File: config.mk
export PLATFORM = sky130hd
export DESIGN_NAME = cdb_queue_flat
export DESIGN_NICKNAME = d
export VERILOG_FILES = /design/src/rtl/cdb_queue_if.sv /design/src/rtl/cdb_queue.sv /design/src/flat_wrapper.sv
export SDC_FILE = /design/constraint.sdc
export NUM_CORES = 1
export LEC_CHECK = 0
export CAP_MARGIN = 25
export CORE_UTILIZATION = 45
export DETAILED_ROUTE_END_ITERATION = 12
export PLACE_DENSITY = 0.75
export SYNTH_ARGS = -nofsm -noshare
export SYNTH_HDL_FRONTEND = slang
export SYNTH_SLANG_ARGS = --single-unit
export TNS_END_PERCENT = 20
File: constraint.sdc
create_clock -name clock -period 3.4 [get_ports clock]
set_clock_uncertainty 0.05 [all_clocks]
set_input_delay 0.51 -clock clock [delete_from_list [all_inputs] [get_ports clock]]
set_output_delay 0.51 -clock clock [all_outputs]
set_load 0.02 [all_outputs]
File: src/rtl/cdb_queue_if.sv
// rtl/cdb_queue_if.sv - completion packet handshake bundle for cdb_queue.
// Used on both sides: FU->queue (ready = fu_ready) and queue->CDB (ready = cdb_ack).
interface cdb_queue_if #(
  parameter int PR_W  = 6,
  parameter int ROB_W = 5,
  parameter int XLEN  = 32
) ();
  logic             valid;
  logic             ready;
  logic [PR_W-1:0]  pr_idx;
  logic [ROB_W-1:0] rob_idx;
  logic [XLEN-1:0]  value;
  logic             br_taken;

  modport master (output valid, pr_idx, rob_idx, value, br_taken, input ready);
  modport slave  (input valid, pr_idx, rob_idx, value, br_taken, output ready);
endinterface

File: src/rtl/cdb_queue.sv
// rtl/cdb_queue.sv - in-order completion FIFO between FU writeback and the CDB.
// Optional same-cycle empty-queue bypass from fu to cdb when CDB_BYPASS_EN is defined.
module cdb_queue #(
  parameter int DEPTH = 4,
  parameter int PR_W  = 6,
  parameter int ROB_W = 5,
  parameter int XLEN  = 32,
  localparam int CNT_W = $clog2(DEPTH + 1)
) (
  input  logic             clock,
  input  logic             reset,
  cdb_queue_if.slave       fu,
  cdb_queue_if.master      cdb,
  input  logic             squash,
  output logic [CNT_W-1:0] count,
  output logic             almost_full,
  output logic             overflow
);
  localparam int PTR_W = $clog2(DEPTH);
  localparam int ENT_W = PR_W + ROB_W + XLEN + 1;
  localparam logic [CNT_W-1:0] FULL_CNT = CNT_W'(DEPTH);
  localparam logic [CNT_W-1:0] AF_CNT   = CNT_W'(DEPTH - 1);

  logic [ENT_W-1:0] mem [DEPTH];
  logic [PTR_W-1:0] head;
  logic [PTR_W-1:0] tail;
  logic [CNT_W-1:0] occ;
  logic             full;
  logic             empty;
  logic             push;
  logic             pop;
  logic             byp_take;
  logic [ENT_W-1:0] fu_ent;
  logic [ENT_W-1:0] head_ent;
  logic [ENT_W-1:0] out_ent;

  assign full        = (occ == FULL_CNT);
  assign empty       = (occ == '0);
  assign fu_ent      = {fu.pr_idx, fu.rob_idx, fu.value, fu.br_taken};
  assign head_ent    = mem[head];
  assign fu.ready    = !full;
  assign count       = occ;
  assign almost_full = (occ >= AF_CNT);
  assign pop         = !empty && cdb.ready;

`ifdef CDB_BYPASS_EN
  logic byp;

  // An empty queue forwards the FU packet directly; reset keeps the bus quiet.
  assign byp       = empty && fu.valid && reset;
  assign cdb.valid = !empty || (byp && !squash);
  assign out_ent   = !empty ? head_ent : (byp ? fu_ent : '0);
  assign byp_take  = byp && cdb.ready;
`else
  assign cdb.valid = !empty;
  assign out_ent   = empty ? '0 : head_ent;
  assign byp_take  = 1'b0;
`endif

  assign push = fu.valid && !full && !byp_take;
  assign {cdb.pr_idx, cdb.rob_idx, cdb.value, cdb.br_taken} = out_ent;

  always_ff @(posedge clock or negedge reset) begin
    if (!reset) begin
      head     <= '0;
      tail     <= '0;
      occ      <= '0;
      overflow <= 1'b0;
    end else begin
      // A drop is a protocol error from the FU regardless of any squash.
      if (fu.valid && full) begin
        overflow <= 1'b1;
      end
      if (squash) begin
        head <= '0;
        tail <= '0;
        occ  <= '0;
      end else begin
        if (push) begin
          tail <= tail + PTR_W'(1);
        end
        if (pop) begin
          head <= head + PTR_W'(1);
        end
        if (push && !pop) begin
          occ <= occ + CNT_W'(1);
        end else if (pop && !push) begin
          occ <= occ - CNT_W'(1);
        end
      end
    end
  end

  always_ff @(posedge clock) begin
    if (push && !squash) begin
      mem[tail] <= fu_ent;
    end
  end
endmodule

File: src/flat_wrapper.sv
// flat-port wrapper written by rule: the top's interface ports become plain ports
module cdb_queue_flat 
#(
  parameter int DEPTH = 4,
  parameter int PR_W  = 6,
  parameter int ROB_W = 5,
  parameter int XLEN  = 32,
  localparam int CNT_W = $clog2(DEPTH + 1)
)
  (clock, reset, squash, count, almost_full, overflow, fu_valid, fu_pr_idx, fu_rob_idx, fu_value, fu_br_taken, fu_ready, cdb_valid, cdb_pr_idx, cdb_rob_idx, cdb_value, cdb_br_taken, cdb_ready);
  cdb_queue_if #(.PR_W(PR_W), .ROB_W(ROB_W), .XLEN(XLEN)) fu_i ();
  cdb_queue_if #(.PR_W(PR_W), .ROB_W(ROB_W), .XLEN(XLEN)) cdb_i ();
  input  logic clock;
  input  logic reset;
  input  logic squash;
  output logic [CNT_W-1:0] count;
  output logic almost_full;
  output logic overflow;
  input wire logic [$bits(fu_i.valid)-1:0] fu_valid;
  input wire logic [$bits(fu_i.pr_idx)-1:0] fu_pr_idx;
  input wire logic [$bits(fu_i.rob_idx)-1:0] fu_rob_idx;
  input wire logic [$bits(fu_i.value)-1:0] fu_value;
  input wire logic [$bits(fu_i.br_taken)-1:0] fu_br_taken;
  output wire logic [$bits(fu_i.ready)-1:0] fu_ready;
  output wire logic [$bits(cdb_i.valid)-1:0] cdb_valid;
  output wire logic [$bits(cdb_i.pr_idx)-1:0] cdb_pr_idx;
  output wire logic [$bits(cdb_i.rob_idx)-1:0] cdb_rob_idx;
  output wire logic [$bits(cdb_i.value)-1:0] cdb_value;
  output wire logic [$bits(cdb_i.br_taken)-1:0] cdb_br_taken;
  input wire logic [$bits(cdb_i.ready)-1:0] cdb_ready;
  assign fu_i.valid = fu_valid;
  assign fu_i.pr_idx = fu_pr_idx;
  assign fu_i.rob_idx = fu_rob_idx;
  assign fu_i.value = fu_value;
  assign fu_i.br_taken = fu_br_taken;
  assign fu_ready = fu_i.ready;
  assign cdb_valid = cdb_i.valid;
  assign cdb_pr_idx = cdb_i.pr_idx;
  assign cdb_rob_idx = cdb_i.rob_idx;
  assign cdb_value = cdb_i.value;
  assign cdb_br_taken = cdb_i.br_taken;
  assign cdb_i.ready = cdb_ready;
  cdb_queue #(.DEPTH(DEPTH), .PR_W(PR_W), .ROB_W(ROB_W), .XLEN(XLEN)) u_core (.clock(clock), .reset(reset), .fu(fu_i), .cdb(cdb_i), .squash(squash), .count(count), .almost_full(almost_full), .overflow(overflow));
endmodule
* After elaboration in Yosys (flattened, before gate mapping)
Memories as Yosys holds them, arrays and structs flattened.
Cells that the tools add are included.
** Storage, ports and cells
- ROM bits :: 0
- Logic and storage cells :: 36
- Bits in latches :: 0
- Memories kept :: 1
- Memory bits (writable) :: 176
- Flip-flop bits (word level) :: 8
- Input port bits :: 49
- Output and inout bits :: 51
** Memory list
- u_core.mem :: depth 4, bits a word 44, read ports 1, clocked after Yosys merged registers in 0, wr ports 1, RTL line cdb_queue.sv:24 : logic [ENT_W-1:0] mem [DEPTH];
** Operators by class
- Multiplexer cells :: 10
- Bitwise gates (word level) :: 0
- Reductions and logical operators :: 15
- Equal/unequal tests :: 1
- Magnitude comparators :: 1
- Divide/modulo/power cells :: 0
- $add $sub $neg :: 4
- Shift-type cells :: 0
- Multiply operators :: 0
** Operators by type and width (number)
- 2-to-1 mux 44 bit :: 1
- 2-to-1 mux 3 bit :: 3
- 2-to-1 mux 2 bit :: 4
- logical AND 1 bit :: 6
- zero test 1 bit :: 5
- adder 2 x 1 -> 2 bit, second input constant :: 2
- nonzero test 2 bit :: 2
- adder 3 x 1 -> 3 bit, second input constant :: 1
- equality test 3 bit, second input constant :: 1
- greater-or-equal comparator 3 x 2 -> 1 bit, second input constant :: 1
- zero test 3 bit :: 1
- nonzero test 3 bit :: 1
- subtractor 3 x 1 -> 3 bit, second input constant :: 1
- 2-to-1 mux 1 bit :: 2

* Depth between registers and ports, before layout
- Depth after elaboration :: 8
- Gate-level depth with buffers :: 8
- Mapped depth without buffers :: 7

* Worst setup path after synthesis
OpenSTA, ideal clock, no wires.
- Kind :: reg2reg
- Start point :: reg u_core.occ[2], in the netlist u_core.count[2]
- End point :: mem u_core.mem[0][0] in the netlist's numbering (enable)
- Arrival :: 2.137 ns
- Clock period less this slack :: 2.592 ns
- Library setup time :: 0.406 ns
- Buffers on the path :: 1
- Required time :: 2.944 ns
- Cell stages (with the launch flop) :: 5
- Slack :: 0.808 ns
- Cell sequence :: dfrtp_1 -> buf_2 -> nor3b_1 -> nor3_1 -> and2_1
** Between the ends
- Word-level cells in the longest chain between the ends :: 6
** Ends and longest elaborated chain
- start, declared :: RTL line cdb_queue.sv:27 : logic [CNT_W-1:0] occ;
- start signal, assigned :: RTL line cdb_queue.sv:86 : occ <= occ + CNT_W'(1);
- start signal, assigned :: RTL line cdb_queue.sv:88 : occ <= occ - CNT_W'(1);
- equality test 3 bit :: RTL line cdb_queue.sv:37 : assign full = (occ == FULL_CNT);
- zero test 1 bit :: RTL line cdb_queue.sv:60 : assign push = fu.valid && !full && !byp_take;
- logical AND 1 bit :: RTL line cdb_queue.sv:60
- logical AND 1 bit :: RTL line cdb_queue.sv:95 : if (push && !squash) begin
- 2-to-1 mux 1 bit :: RTL line cdb_queue.sv:95
- 2-to-1 mux 1 bit (implied by the code) :: RTL line cdb_queue.sv:96 : mem[tail] <= fu_ent;
- end, declared :: RTL line cdb_queue.sv:24
Every way passes these cells.

* Worst setup path in the final report
- Start point :: reg u_core.head[0]
- End point :: out cdb_value[21]
** Between the ends
- Word-level cells in the longest chain between the ends :: 2
** Ends and longest elaborated chain
- start, declared :: RTL line cdb_queue.sv:25 : logic [PTR_W-1:0] head;
- start signal, assigned :: RTL line cdb_queue.sv:83 : head <= head + PTR_W'(1);
- memory (4 x 44 bit)
- 2-to-1 mux 44 bit :: RTL line cdb_queue.sv:56 : assign out_ent = empty ? '0 : head_ent;
- end, declared :: RTL line flat_wrapper.sv:28 : output wire logic [$bits(cdb_i.value)-1:0] cdb_value;
Every way passes these cells.

==> flow_metrics.tcl <==
set metrics [dict create \
    run_status "completed" \
    syn_nets 400 \
    clock_latency_ns 0.42 \
    synthTopCellsByArea "edfxtp_1 73%, mux4_2 14%, nor2b_1 3.8%, dfrtp_1 2.7%, buf_6 1.1%" \
    cts-root-buf "clkbuf_16" \
    nets 508 \
    placed_cells 651 \
    antenna_left 0 \
    crit_type "register to primary output" \
    cp_max_fo 22 \
    avgViaCountPerCell 5.15 \
    slew_viol_final 0 \
    cap_viol_max_count 0 \
    cts_setup_buffers 0 \
    synth_top_cell_area_share_pct 72.6 \
    syn_to_final_growth_pct 25.9 \
    pre_cts_ws_ns 0.470 \
    layout.cells.most_common "edfxtp_1" \
    synth_cells 346 \
    final_cell_mix "176 x edfxtp_1, 99 x clkdlybuf4s50_1, 44 x mux4_2, 44 x nor2b_1, 17 x clkbuf_16" \
    r2r-start "u_core.count[2]" \
    htreeDepth 4 \
    cts_hold_buf 0 \
    relSlewSlack_pct 59.4 \
    placed_area_sq_mm 0.00858 \
    first_pass_iters 5 \
    fin_util_pct 57.9 \
    die_w_um 129 \
    fin_area_sq_mm 0.00917 \
    grt_antenna_before_repair 1 \
    final_cells 684 \
    port_buffers 99 \
    grt-ovfl-total 0 \
    fin_crit_sh_pct 93.7 \
    arrival_ns 2.62 \
    cts.sinks 184 \
    critPathTopFamily "buffers and inverters" \
    cp_num_buf_inv 2 \
    max-clock-path-buffers 2 \
    die_h_um 129 \
    wirelength_um 13100 \
    synth_area_sq_mm 0.00728 \
    required_ns 2.84 \
    rows 46 \
    reg2reg_to "u_core.count[2]" \
    reg2regPathDepth 7 \
    hp-class "primary input to async pin" \
    drtIter0Drc 219 \
    cts_buffers 17 \
    ys_seq_area_share_pct 75.3 \
    finalPower_mw 7.08 \
    grt_max_degree 46 \
    powerDensity_mw_per_mm2 772 \
    p_leak_nw 2.94 \
    coreArea_sq_mm 0.0158 \
    finalSetupViolCount 0 \
    fin_hold_ws_ns 0.337 \
    grtUsageTotal_pct 16.9 \
    grt_pass1_vias 3724 \
    die_area_sq_mm 0.0167 \
    tns_ns 0 \
    cpMaxStageDelayCell "dfrtp_4" \
    timing.final.ws_setup_ns 0.215 \
    via_count 3523 \
    period_needed_ns 3.18 \
    drc_errors 0 \
    grt_pass1_wl_um 20100 \
    vdd.ir_drop.worst_uv 493 \
    post_drt_wl_per_cell_um 19.2 \
    cts.repair.resized 0 \
    ys_types 36 \
    synth_seq_cells 184 \
    ys_warn_count 0 \
    r2r_slack_ns 0.78 \
    fmax_mhz 314 \
    initial_core_util_pct 46.0 \
    worstSetupEndpointType "primary output" \
    ios 100 \
    hpwlAfterDp_um 7880 \
    synth_top_area_cell "edfxtp_1" \
    cts_tree "done" \
    gp_congestion 0.738 \
    drive_above_1_share_pct 20.1 \
    worst_pin_slew_ns 0.607 \
    crit_cells 4 \
    rsz0062_at_grt "no" \
    worstPathCellList "buf_12, mux4_2, nor2b_1, clkdlybuf4s50_1" \
    hold_viol 0 \
    synth_area_per_cell_sq_um 21.0 \
    slowest_delay_ns 0.73 \
    clkTransAtPathRegs_ns 0.06 \
    cp-start-kind "register" \
]
-- registers in the layout, summed over array words and instances (netlist names) --
name,cells
u_core.head,2
u_core.tail,2
u_core.count,3
u_core.overflow,1
u_core.mem,176
-- power breakdown --
part           internal [mW]  switching, mW  total (mW)  leakage (nW)
Combinational           1.24           1.14        2.37         0.974
Sequential              2.62          0.162        2.79          1.70
Clock                   1.14          0.780        1.92         0.269
-- kinds of logic (layout without fill, tap and decap cells) --
family          count (synthesis)  after routing  synth area share, %
fa+ha+maj                       5              5                0.962
buf+inv                        29            150                 2.47
compound gates                 18             18                 1.80
xor+xnor                        2              2                0.241
flops                         184            184                 75.3
other cells                     0              1                    0
mux                            46             46                 14.0
simple gates                   62             62                 5.22
-- worst register-to-register path, stage by stage (launching register included) --
cell	delay, ns
dfrtp_1	0.57
nor3b_1	0.57
inv_2	0.12
and3_1	0.21
fa_1	0.42
and3b_1	0.23
a311oi_1	0.25
a211oi_1	0.08
-- synthesized netlist by cell type, drive strengths merged --
library cell and n:
xor2 2, a21oi 2, inv 9, a211o 1
fa 1, o21a 1, nand3 2, buf 16
mux4 44, and2 4, a311oi 1, ha 4
a21o 3, nor3 2, nor2b 44, and3 1
mux2 1, clkbuf 4, and3b 1, o21ai 3
a31o 1, o311ai 1, nor3b 1, a211oi 1
o211ai 1, mux2i 1, edfxtp 176, o211a 1
nor2 7, o31ai 2, dfrtp 8
-- cell type report --
type	instances	area, sq um
fill	1151	6660
sequential	184	5490
multi-input combinational	133	1620
timing repair buffer	109	1170
clock buffer	18	429
tap	216	270
clock inverter	14	158
inverter	9	33.8
antenna	1	2.50
-- how the worst max path moves through the flow --
stage / start / end / slack, ns
2_1_floorplan: u_core.count[2] / u_core.mem[0][0] / 0.81
3_3_place_gp: fu_valid / u_core.mem[0][40] / 0.56
3_5_place_dp: fu_valid / u_core.mem[0][36] / 0.47
4_1_cts: u_core.head[0] / cdb_value[21] / 0.14
5_1_grt: u_core.head[0] / cdb_value[21] / 0.06
6_report: u_core.head[0] / cdb_value[21] / 0.22
-- layer usage --
metal  up-vias  share of wire, %  global-route usage, %
li1       1593                 -                      -
met1      1823                43                   21.8
met2        95                50                   27.3
met3        12               5.8                   5.20
met4         0               1.1                   6.02
met5         -                 0                      0
(Power assumes the default switching activity.)
